**config.mk**
```make
export PLATFORM = sky130hd
export DESIGN_NAME = fib_tp_ctrl
export DESIGN_NICKNAME = d
export VERILOG_FILES = /design/src/rtl/fib_tp_ctrl.sv
export SDC_FILE = /design/constraint.sdc
export NUM_CORES = 1
export LEC_CHECK = 0
export CAP_MARGIN = 20
export CORE_MARGIN = 5
export CORE_UTILIZATION = 50
export CTS_BUF_LIST = sky130_fd_sc_hd__clkbuf_8
export DETAILED_ROUTE_END_ITERATION = 6
export PLACE_DENSITY = 0.79
export SYNTH_ARGS = -nofsm -noshare
export SYNTH_HDL_FRONTEND = slang
export SYNTH_SLANG_ARGS = --single-unit
```
**constraint.sdc**
```tcl
create_clock -name clk -period 4.7 [get_ports clk]
set_input_delay 0.94 -clock clk [delete_from_list [all_inputs] [get_ports clk]]
set_output_delay 0.94 -clock clk [all_outputs]
set_load 0.02 [all_outputs]
```
**src/rtl/fib_tp_ctrl.sv**
```systemverilog
// Clocked sequencer/checker for the two-rail Fibonacci pipeline: resets it, samples and
// decodes each dual-rail token, answers with a two-phase ack and checks the recurrence.
module fib_tp_ctrl #(
  parameter int WIDTH      = 8,
  parameter int RAIL_NUM   = 2,
  parameter int RST_CYCLES = 16,
  parameter int SETTLE     = 2,
  parameter int N_TOKENS   = 64,
  parameter int TMO_CYCLES = 4096
) (
  input  logic                           clk,
  input  logic                           rst,
  input  logic                           start,
  output logic                           dp_rst,
  output logic                           ack_o,
  input  logic [WIDTH-1:0][RAIL_NUM-1:0] in,
  output logic [WIDTH-1:0]               value,
  output logic                           value_vld,
  output logic [15:0]                    tok_cnt,
  output logic                           busy,
  output logic                           done,
  output logic                           err_seq,
  output logic                           err_tmo
);

  localparam int RCW = $clog2(RST_CYCLES + 1);
  localparam int TW  = $clog2(TMO_CYCLES + 1);
  localparam int SCW = $clog2(SETTLE + 2);

  typedef enum logic [2:0] {
    S_IDLE, S_RESET, S_WAIT, S_SETTLE, S_ACK, S_DONE, S_ERR
  } state_t;

  state_t r_state, w_nxt;

  logic [WIDTH-1:0][RAIL_NUM-1:0] r_sync_p0, r_sync_p1, r_cap;
  logic [WIDTH-1:0] r_value, r_prev, r_prev2;
  logic [15:0]      r_tok_cnt;
  logic [RCW-1:0]   r_rcnt;
  logic [TW-1:0]    r_timer;
  logic [SCW-1:0]   r_stable;
  logic r_ph, r_ack, r_vld, r_dp_rst, r_busy, r_done, r_err_seq, r_err_tmo;

  logic [WIDTH-1:0] w_phase, w_cap_data, w_sum;
  logic [SCW-1:0]   w_stable_nxt;
  logic w_complete, w_same, w_bad, w_last, w_rst_end, w_tmo, w_settled;

  // Rail 1 carries the data bit; the XOR of both rails carries the token phase.
  always_comb begin
    w_phase    = '0;
    w_cap_data = '0;
    for (int i = 0; i < WIDTH; i++) begin
      w_phase[i]    = r_sync_p1[i][1] ^ r_sync_p1[i][0];
      w_cap_data[i] = r_cap[i][1];
    end
  end

  assign w_complete   = (w_phase == {WIDTH{r_ph}});
  assign w_same       = (r_sync_p1 == r_cap);
  assign w_sum        = r_prev + r_prev2;
  assign w_bad        = (r_tok_cnt >= 16'd2) && (w_cap_data != w_sum);
  assign w_last       = ((r_tok_cnt + 16'd1) == 16'(N_TOKENS));
  assign w_rst_end    = (r_rcnt == RCW'(RST_CYCLES - 1));
  assign w_tmo        = (r_timer == TW'(TMO_CYCLES - 1));
  assign w_stable_nxt = r_stable + SCW'(1);
  assign w_settled    = (w_stable_nxt >= SCW'(SETTLE));

  always_comb begin
    w_nxt = r_state;
    case (r_state)
      S_IDLE, S_DONE, S_ERR: if (start) w_nxt = S_RESET;
      S_RESET:  if (w_rst_end) w_nxt = S_WAIT;
      S_WAIT: begin
        if (w_complete)  w_nxt = S_SETTLE;
        else if (w_tmo)  w_nxt = S_ERR;
      end
      S_SETTLE: begin
        if (!w_same)        w_nxt = S_WAIT;
        else if (w_settled) w_nxt = S_ACK;
      end
      S_ACK: begin
        if (w_bad)       w_nxt = S_ERR;
        else if (w_last) w_nxt = S_DONE;
        else             w_nxt = S_WAIT;
      end
      default: w_nxt = S_IDLE;
    endcase
  end

  always_ff @(posedge clk or negedge rst) begin
    if (!rst) begin
      r_state   <= S_IDLE;
      r_sync_p0 <= '0;
      r_sync_p1 <= '0;
      r_cap     <= '0;
      r_value   <= '0;
      r_prev    <= '0;
      r_prev2   <= '0;
      r_tok_cnt <= '0;
      r_rcnt    <= '0;
      r_timer   <= '0;
      r_stable  <= '0;
      r_ph      <= 1'b0;
      r_ack     <= 1'b0;
      r_vld     <= 1'b0;
      r_dp_rst  <= 1'b1;
      r_busy    <= 1'b0;
      r_done    <= 1'b0;
      r_err_seq <= 1'b0;
      r_err_tmo <= 1'b0;
    end else begin
      r_sync_p0 <= in;
      r_sync_p1 <= r_sync_p0;
      r_state   <= w_nxt;
      // Status outputs follow the next state so they change on the same edge as the state.
      r_dp_rst  <= (w_nxt == S_IDLE) || (w_nxt == S_RESET) || (w_nxt == S_ERR);
      r_busy    <= (w_nxt == S_RESET) || (w_nxt == S_WAIT) ||
                   (w_nxt == S_SETTLE) || (w_nxt == S_ACK);
      r_done    <= (w_nxt == S_DONE);
      r_vld     <= 1'b0;
      case (r_state)
        S_IDLE, S_DONE, S_ERR: begin
          if (start) begin
            r_tok_cnt <= '0;
            r_err_seq <= 1'b0;
            r_err_tmo <= 1'b0;
            r_ph      <= 1'b1;
            r_ack     <= 1'b0;
            r_rcnt    <= '0;
            r_timer   <= '0;
            r_prev    <= '0;
            r_prev2   <= '0;
          end
        end
        S_RESET: r_rcnt <= r_rcnt + RCW'(1);
        S_WAIT: begin
          if (w_complete) begin
            r_cap    <= r_sync_p1;
            r_stable <= SCW'(1);
          end else if (w_tmo) begin
            r_err_tmo <= 1'b1;
          end else begin
            r_timer <= r_timer + TW'(1);
          end
        end
        S_SETTLE: if (w_same) r_stable <= w_stable_nxt;
        S_ACK: begin
          r_ack     <= ~r_ack;
          r_value   <= w_cap_data;
          r_vld     <= 1'b1;
          r_tok_cnt <= r_tok_cnt + 16'd1;
          r_ph      <= ~r_ph;
          r_timer   <= '0;
          r_prev2   <= r_prev;
          r_prev    <= w_cap_data;
          if (w_bad) r_err_seq <= 1'b1;
        end
        default: ;
      endcase
    end
  end

  assign dp_rst    = r_dp_rst;
  assign ack_o     = r_ack;
  assign value     = r_value;
  assign value_vld = r_vld;
  assign tok_cnt   = r_tok_cnt;
  assign busy      = r_busy;
  assign done      = r_done;
  assign err_seq   = r_err_seq;
  assign err_tmo   = r_err_tmo;

endmodule

```
* Word-level counts from Yosys, hierarchy flattened
Cells that the tools add are included.
** Operators by class
- Shift operators :: 0
- Mux-type cells :: 33
- $lt $le $gt $ge :: 2
- Multipliers :: 0
- Equality and inequality tests :: 25
- Divide/modulo/power cells :: 0
- Bitwise operators :: 10
- Reduce and logical (&&, ||, !) cells :: 21
- $add $sub $neg :: 5
** Operators by type and width (count)
- 13-bit 2-to-1 mux :: 3
- 13-bit case mux with 3 select lines :: 1
- 16-bit case mux with 2 select lines :: 1
- 8-bit case mux with 2 select lines :: 2
- 3-bit 2-to-1 mux :: 8
- 3-bit == test, second input constant :: 6
- 16-bit by 1-bit adder with 16-bit output, second input constant :: 1
- 16-bit == test :: 1
- 16-bit by 7-bit == test with 1-bit output, second input constant :: 1
- 16-bit by 2-bit greater-or-equal comparator with 1-bit output, second input constant :: 1
- 16-bit 2-to-1 mux :: 1
- 3-bit case mux with 5 select lines :: 1
- 2-bit != test, second input constant :: 7
- 13-bit by 1-bit adder with 13-bit output, second input constant :: 1
- 13-bit by 12-bit == test with 1-bit output, second input constant :: 1
- 3-bit by 2-bit == test with 1-bit output, second input constant :: 4
- 5-bit case mux with 2 select lines :: 1
- 8-bit adder :: 1
- 8-bit == test :: 1
- 8-bit 2-to-1 mux :: 1
- 8-bit != test :: 1
- 1-bit case mux with 2 select lines :: 4
- 4-bit AND reduction :: 2
- 2-bit nonzero test :: 4
- 18 further kinds :: 41
** Storage, ports and cells
- Output and inout bits :: 31
- Memory bits (writable) :: 0
- Latch bits :: 0
- Input port bits :: 19
- Register bits after elaboration :: 119
- Bits in read-only memories :: 0
- Logic and storage cells :: 136
- Memories :: 0

* Depth between registers and ports, before layout
- Word-level depth :: 9
- Depth in mapped cells :: 10
- Gate-level depth less buffers :: 10

* Least setup slack after synthesis
No wires, ideal clock.
- Path type :: input port to flip-flop
- Start point :: in start
- End point :: reg r_timer[5]
- Buffers on the path :: 2
- Arrival time :: 2.314 ns
- Setup time :: 0.078 ns
- Path slack :: 2.308 ns
- Cell stages on the path :: 8
- Required time :: 4.622 ns
- Path through :: clkbuf_1 inv_1 a21oi_1 nor2_1 or2_1 buf_4 or3_1 a21oi_1
** On the way
- Word-level cells in the longest chain between the ends :: 2
** Ends and longest elaborated chain
- start: declaration :: line 13 : input logic start,
- 2-bit != test (no source line)
- 4-bit AND reduction (no source line)
- end signal: assignment :: line 143 : r_timer <= r_timer + TW'(1);
- end: declaration :: line 40 : logic [TW-1:0] r_timer;
Every way passes these cells.
A chain may end at the register's enable or synchronous reset.

* Final worst setup path
- Start point :: reg r_prev[0]
- End point :: reg r_busy, in the netlist busy
** On the way
- Word-level cells in the longest chain between the ends :: 9
- Elaborated cells on any way between the ends :: 12
- Classes of those cells :: 1 x add/sub; 5 x eq/ne; 2 x mux; 4 x reduce/logical
** Ends and longest elaborated chain
- start: declaration :: line 37 : logic [WIDTH-1:0] r_value, r_prev, r_prev2;
- start signal: assignment :: line 155 : r_prev <= w_cap_data;
- 8-bit adder (*) :: line 60 : assign w_sum = r_prev + r_prev2;
- 8-bit != test (*) :: line 61 : assign w_bad = (r_tok_cnt >= 16'd2) && (w_cap_data != w_sum);
- 1-bit logical AND (*) :: line 61
- 3-bit 2-to-1 mux (*) :: line 82 : if (w_bad) w_nxt = S_ERR;
- 3-bit case mux with 5 select lines (*) :: line 70 : case (r_state)
- 3-bit by 1-bit == test with 1-bit output / 3-bit by 2-bit == test with 1-bit output (equally long branches) :: line 117 : r_busy <= (w_nxt == S_RESET) || (w_nxt == S_WAIT) ||
- 1-bit logical OR (2 in series) :: line 117
- 1-bit logical OR (*) :: line 118 : (w_nxt == S_SETTLE) || (w_nxt == S_ACK);
- end signal: assignment :: line 117
- end: declaration :: line 42 : logic r_ph, r_ack, r_vld, r_dp_rst, r_busy, r_done, r_err_seq, r_err_tmo;
Mark *: on every way between the ends. The rest lies on a longest branch, timed or not.

==> results.md <==
| Stage | Quantity | This run |
|:---|:---|:---|
| power | Power density over the cells | 362.0 nW/um^2 |
| logic synthesis | Share of the synthesized area in the top cell type | 51.91% |
| sta | Number of hold violations in the final report | 0 |
| global routing | Largest net degree at the start of global routing | 50 |
| sta | Fin Setup TNS | 0 ns |
| final layout | # nets final | 619 |
| floorplan | Placement row count | 39 |
| clock network | Post-CTS setup buffer count | 0 |
| logic synthesis | Largest area contributor in the netlist | sky130_fd_sc_hd__dfrtp_1 |
| sta | Headroom to the max-slew limit | 36.60% |
| global routing | Vias in the first global route | 4268 |
| worst setup path | Setup Crit Path Kind | register to register |
| power | Switching portion of total power | 25.69% |
| worst setup path | Data required time of the worst path | 5.01 ns |
| logic synthesis | Total of flip-flops plus latches after synthesis | 119 |
| global routing | Final global-route overflow total | 0 |
| clock network | Max H-tree Level | 4 |
| sta | Maximum achievable frequency | 0.3501 GHz |
| power | Worst ir drop on vdd | 0.2207 mV |
| clock network | Clock tree from TritonCTS | yes |
| placement | Instance area after placement | 6270 sq um |
| logic synthesis | Biggest area contributors in the synthesized netlist | sky130_fd_sc_hd__dfrtp_1 (52%), sky130_fd_sc_hd__xnor2_1 (6.0%), sky130_fd_sc_hd__nand2_1 (3.8%), sky130_fd_sc_hd__o21ai_0 (3.4%), sky130_fd_sc_hd__mux2_2 (3.4%) |
| global routing | Overall Global Routing Usage | 19.06% |
| logic synthesis | Most frequent cells after synthesis | sky130_fd_sc_hd__dfrtp_1 (118), sky130_fd_sc_hd__nand2_1 (58), sky130_fd_sc_hd__o21ai_0 (39), sky130_fd_sc_hd__xnor2_1 (39), sky130_fd_sc_hd__nor2_1 (32) |
| sta | Max Clock Skew | 0.01030 ns |
| status | Result of the run | finished clean |
| clock network | Clock tree root driver cell | sky130_fd_sc_hd__clkbuf_8 |
| final layout | Fraction of final layout cells sized beyond drive strength 1 | 11.20% |
| logic synthesis | Most instantiated library cell after synthesis | sky130_fd_sc_hd__dfrtp_1 |
| clock network | CTS Buf Count | 17 |
| clock network | Clock slew at reported path FFs | 0.07 ns |
| route | Residual DRC count | 0 |
| sta | Post-layout min period | 2.856 ns |
| logic synthesis | Primary FF master, synth | sky130_fd_sc_hd__dfrtp_1 |
| worst setup path | Worst setup SP type | register |
| clock network | Clock tree sinks | 119 |
| final layout | Area Growth Syn to Fin | 18.50% |
| power | Sequential share of power | 48.0% |
| floorplan | Io pins | 50 |
| sta | Fin worst setup slack | 1.844 ns |
| clock network | Hold bufs inserted after CTS | 0 |
| route | Number of iterations in the first detailed-routing pass | 5 |
| placement | DP HPWL | 8.091 mm |
| floorplan | Core area | 11270 sq um |
| route | Count of nets left with antenna violations after detail routing | 0 |
| worst setup path | Kind of capture point of the worst setup path | register |
| placement | Placed instance count | 709 |
| floorplan | Area of the die | 13610 sq um |
| final layout | Inserted Diodes | 0 |
| route | Total length of routed wires | 11.75 mm |
| logic synthesis | Synth cell types | 65 |
| global routing | Antenna violations before repair | 0 |
| sta | Unrepaired setup endpoints after global routing | no |
| placement | Worst slack, placed | 1.707 ns |
| floorplan | Horizontal die dimension | 116.7 microns |
| clock network | Max clock buf depth | 2 |
| worst setup path | Worst-path maximum fanout | 4 |
| sta | Final worst path period share | 60.77% |
| power | Leakage | 0.002978 uW |
| logic synthesis | Net count after synthesis | 573 |
| power | Combinational share of power | 10.3% |
| placement | # port buffers | 49 |
| clock network | Quantity of gates resized following cts | 0 |
| sta | Transition at the pin with the smallest max-transition slack | 0.9500 ns |
| route | DR vias/cell | 5.807 |
| power | Internal power | 1813 uW |
| final layout | Count of placed standard cells in the final layout, fillers left out | 741 |
| logic synthesis | Gate count of the mapped netlist | 540 |
| final layout | Finished Cell Area | 6740 sq um |
| logic synthesis | Number of enable flip-flop cells after synthesis | 0 |
| logic synthesis | Number of warning messages in the yosys log | 0 |
| logic synthesis | Mapped Area | 5688 sq um |
| hold path | Worst hold path type | register to register |
| global routing | Wire length of the first global-routing pass | 20.38 mm |
| route | Detailed-route via count | 4303 |
| worst setup path | Data arrival time of the critical path | 3.17 ns |
| route | Wire length per cell after detailed routing | 15.86 microns |
| route | Initial drt markers | 350 |
| logic synthesis | Post-synth ARST share | 100.0% |
| floorplan | Initial core utilization | 50.46% |
| floorplan | Chip height | 116.7 microns |
| sta | Setup-violating endpoint count in the final report | 0 |
| final layout | Number of fillers in the final layout | 894 |
| logic synthesis | Post-synthesis average cell area | 10.53 sq um |
| clock network | Clock latency of the later-clocked register in the worst-skew pair | 0.43 ns |
| placement | Routability Congestion | 0.9292 |
| power | Power share of the clock group | 41.6% |
| logic synthesis | Post-synthesis sequential area ratio | 52.38% |
| flow run | Max-capacitance violation count | 0 |
| power | Net switching component of the power | 626.8 uW |
| sta | Final worst hold slack | 0.3471 ns |
| sta | Max Slew Vio Count | 0 |
layout by cell type (no fill, tap or decap), types with 16 or more instances in the layout:
cell	n
sky130_fd_sc_hd__dfrtp_1	118
sky130_fd_sc_hd__nand2_1	58
sky130_fd_sc_hd__clkdlybuf4s50_1	48
sky130_fd_sc_hd__o21ai_0	39
sky130_fd_sc_hd__xnor2_1	39
sky130_fd_sc_hd__nor2_1	31
sky130_fd_sc_hd__a21oi_1	20
sky130_fd_sc_hd__a22o_1	19
sky130_fd_sc_hd__clkbuf_8	18
sky130_fd_sc_hd__mux2_2	17
sky130_fd_sc_hd__nand4_1	16
worst max-delay path, cell delays in order (launching register included):
cell	delay (ns)
sky130_fd_sc_hd__dfrtp_1	0.40
sky130_fd_sc_hd__ha_1	0.25
sky130_fd_sc_hd__fa_1	0.47
sky130_fd_sc_hd__xnor2_1	0.18
sky130_fd_sc_hd__nand2_1	0.07
sky130_fd_sc_hd__nor4_1	0.30
sky130_fd_sc_hd__nand4_1	0.13
sky130_fd_sc_hd__o31ai_1	0.48
sky130_fd_sc_hd__a21oi_1	0.17
sky130_fd_sc_hd__a311oi_1	0.30
logic make-up after synthesis:
group	count (synthesis)	synth area share [%]
xor+xnor	47	7.237
mux	19	3.739
compound gates	124	14.76
flops	119	52.38
fa+ha+maj	14	3.212
buf+inv	40	2.860
simple gates	177	15.82
sequential cells by signal, summed over array words and instances, names as in the netlist, 2 cells and up:
register	cells
r_timer	13
r_state	3
r_sync_p0	16
r_sync_p1	16
tok_cnt	16
value	8
r_prev2	8
r_cap	16
r_prev	8
r_stable	2
r_rcnt	5
power by group through the flow:
stage               Sequential, uW  Clock (uW)  Combinational, uW
finish                        1170        1020                252
global placement              1180           0                240
floorplan                     1170           0                179
global route                  1180        1090                282
CTS                           1170        1040                255
detailed placement            1190           0                253
per-layer routing:
metal / global-route usage (%) / wire length, microns / vias to the layer above
li1: - / - / 2040
met1: 24.19 / 5114 / 2097
met5: 0 / 0 / -
met4: 8.028 / 253 / 0
met2: 31.31 / 5791 / 137
met3: 4.715 / 593 / 29
final cells by class:
| type | instances | area [sq um] | area share (%) |
|---|---|---|---|
| multi-input cells | 381 | 2549 | 37.81 |
| inverters | 14 | 52.55 | 0.7797 |
| repair buffers | 53 | 538.0 | 7.982 |
| clock inverters | 13 | 195.2 | 2.896 |
| well taps | 143 | 178.9 | 2.655 |
| clock buffers | 18 | 247.7 | 3.676 |
| flip-flops and latches | 119 | 2979 | 44.20 |
stage by stage:
step,power (uW),utilization (%)
floorplan,1346,-
global placement,1423,55.62
detailed placement,1442,55.62
CTS,2466,59.55
global route,2553,59.80
finish,2440,59.80
worst paths after layout:
kind / from / to / slack (ns) / depth (start not counted)
max reg2reg: r_prev[0]$_DFFE_PN0P_ / busy$_DFF_PN0_ / 1.84 / 9
max: r_prev[0]$_DFFE_PN0P_ / busy$_DFF_PN0_ / 1.84 / 9
max in group asynchronous: rst / r_sync_p1[1]$_DFF_PN0_ / 3.30 / 2
min: r_sync_p0[2]$_DFF_PN0_ / r_sync_p1[2]$_DFF_PN0_ / 0.35 / 0
min in group asynchronous: rst / tok_cnt[5]$_DFFE_PN0P_ / 0.51 / 1
min reg2reg: r_sync_p0[2]$_DFF_PN0_ / r_sync_p1[2]$_DFF_PN0_ / 0.35 / 0
Power figures use the tool's default switching activity.
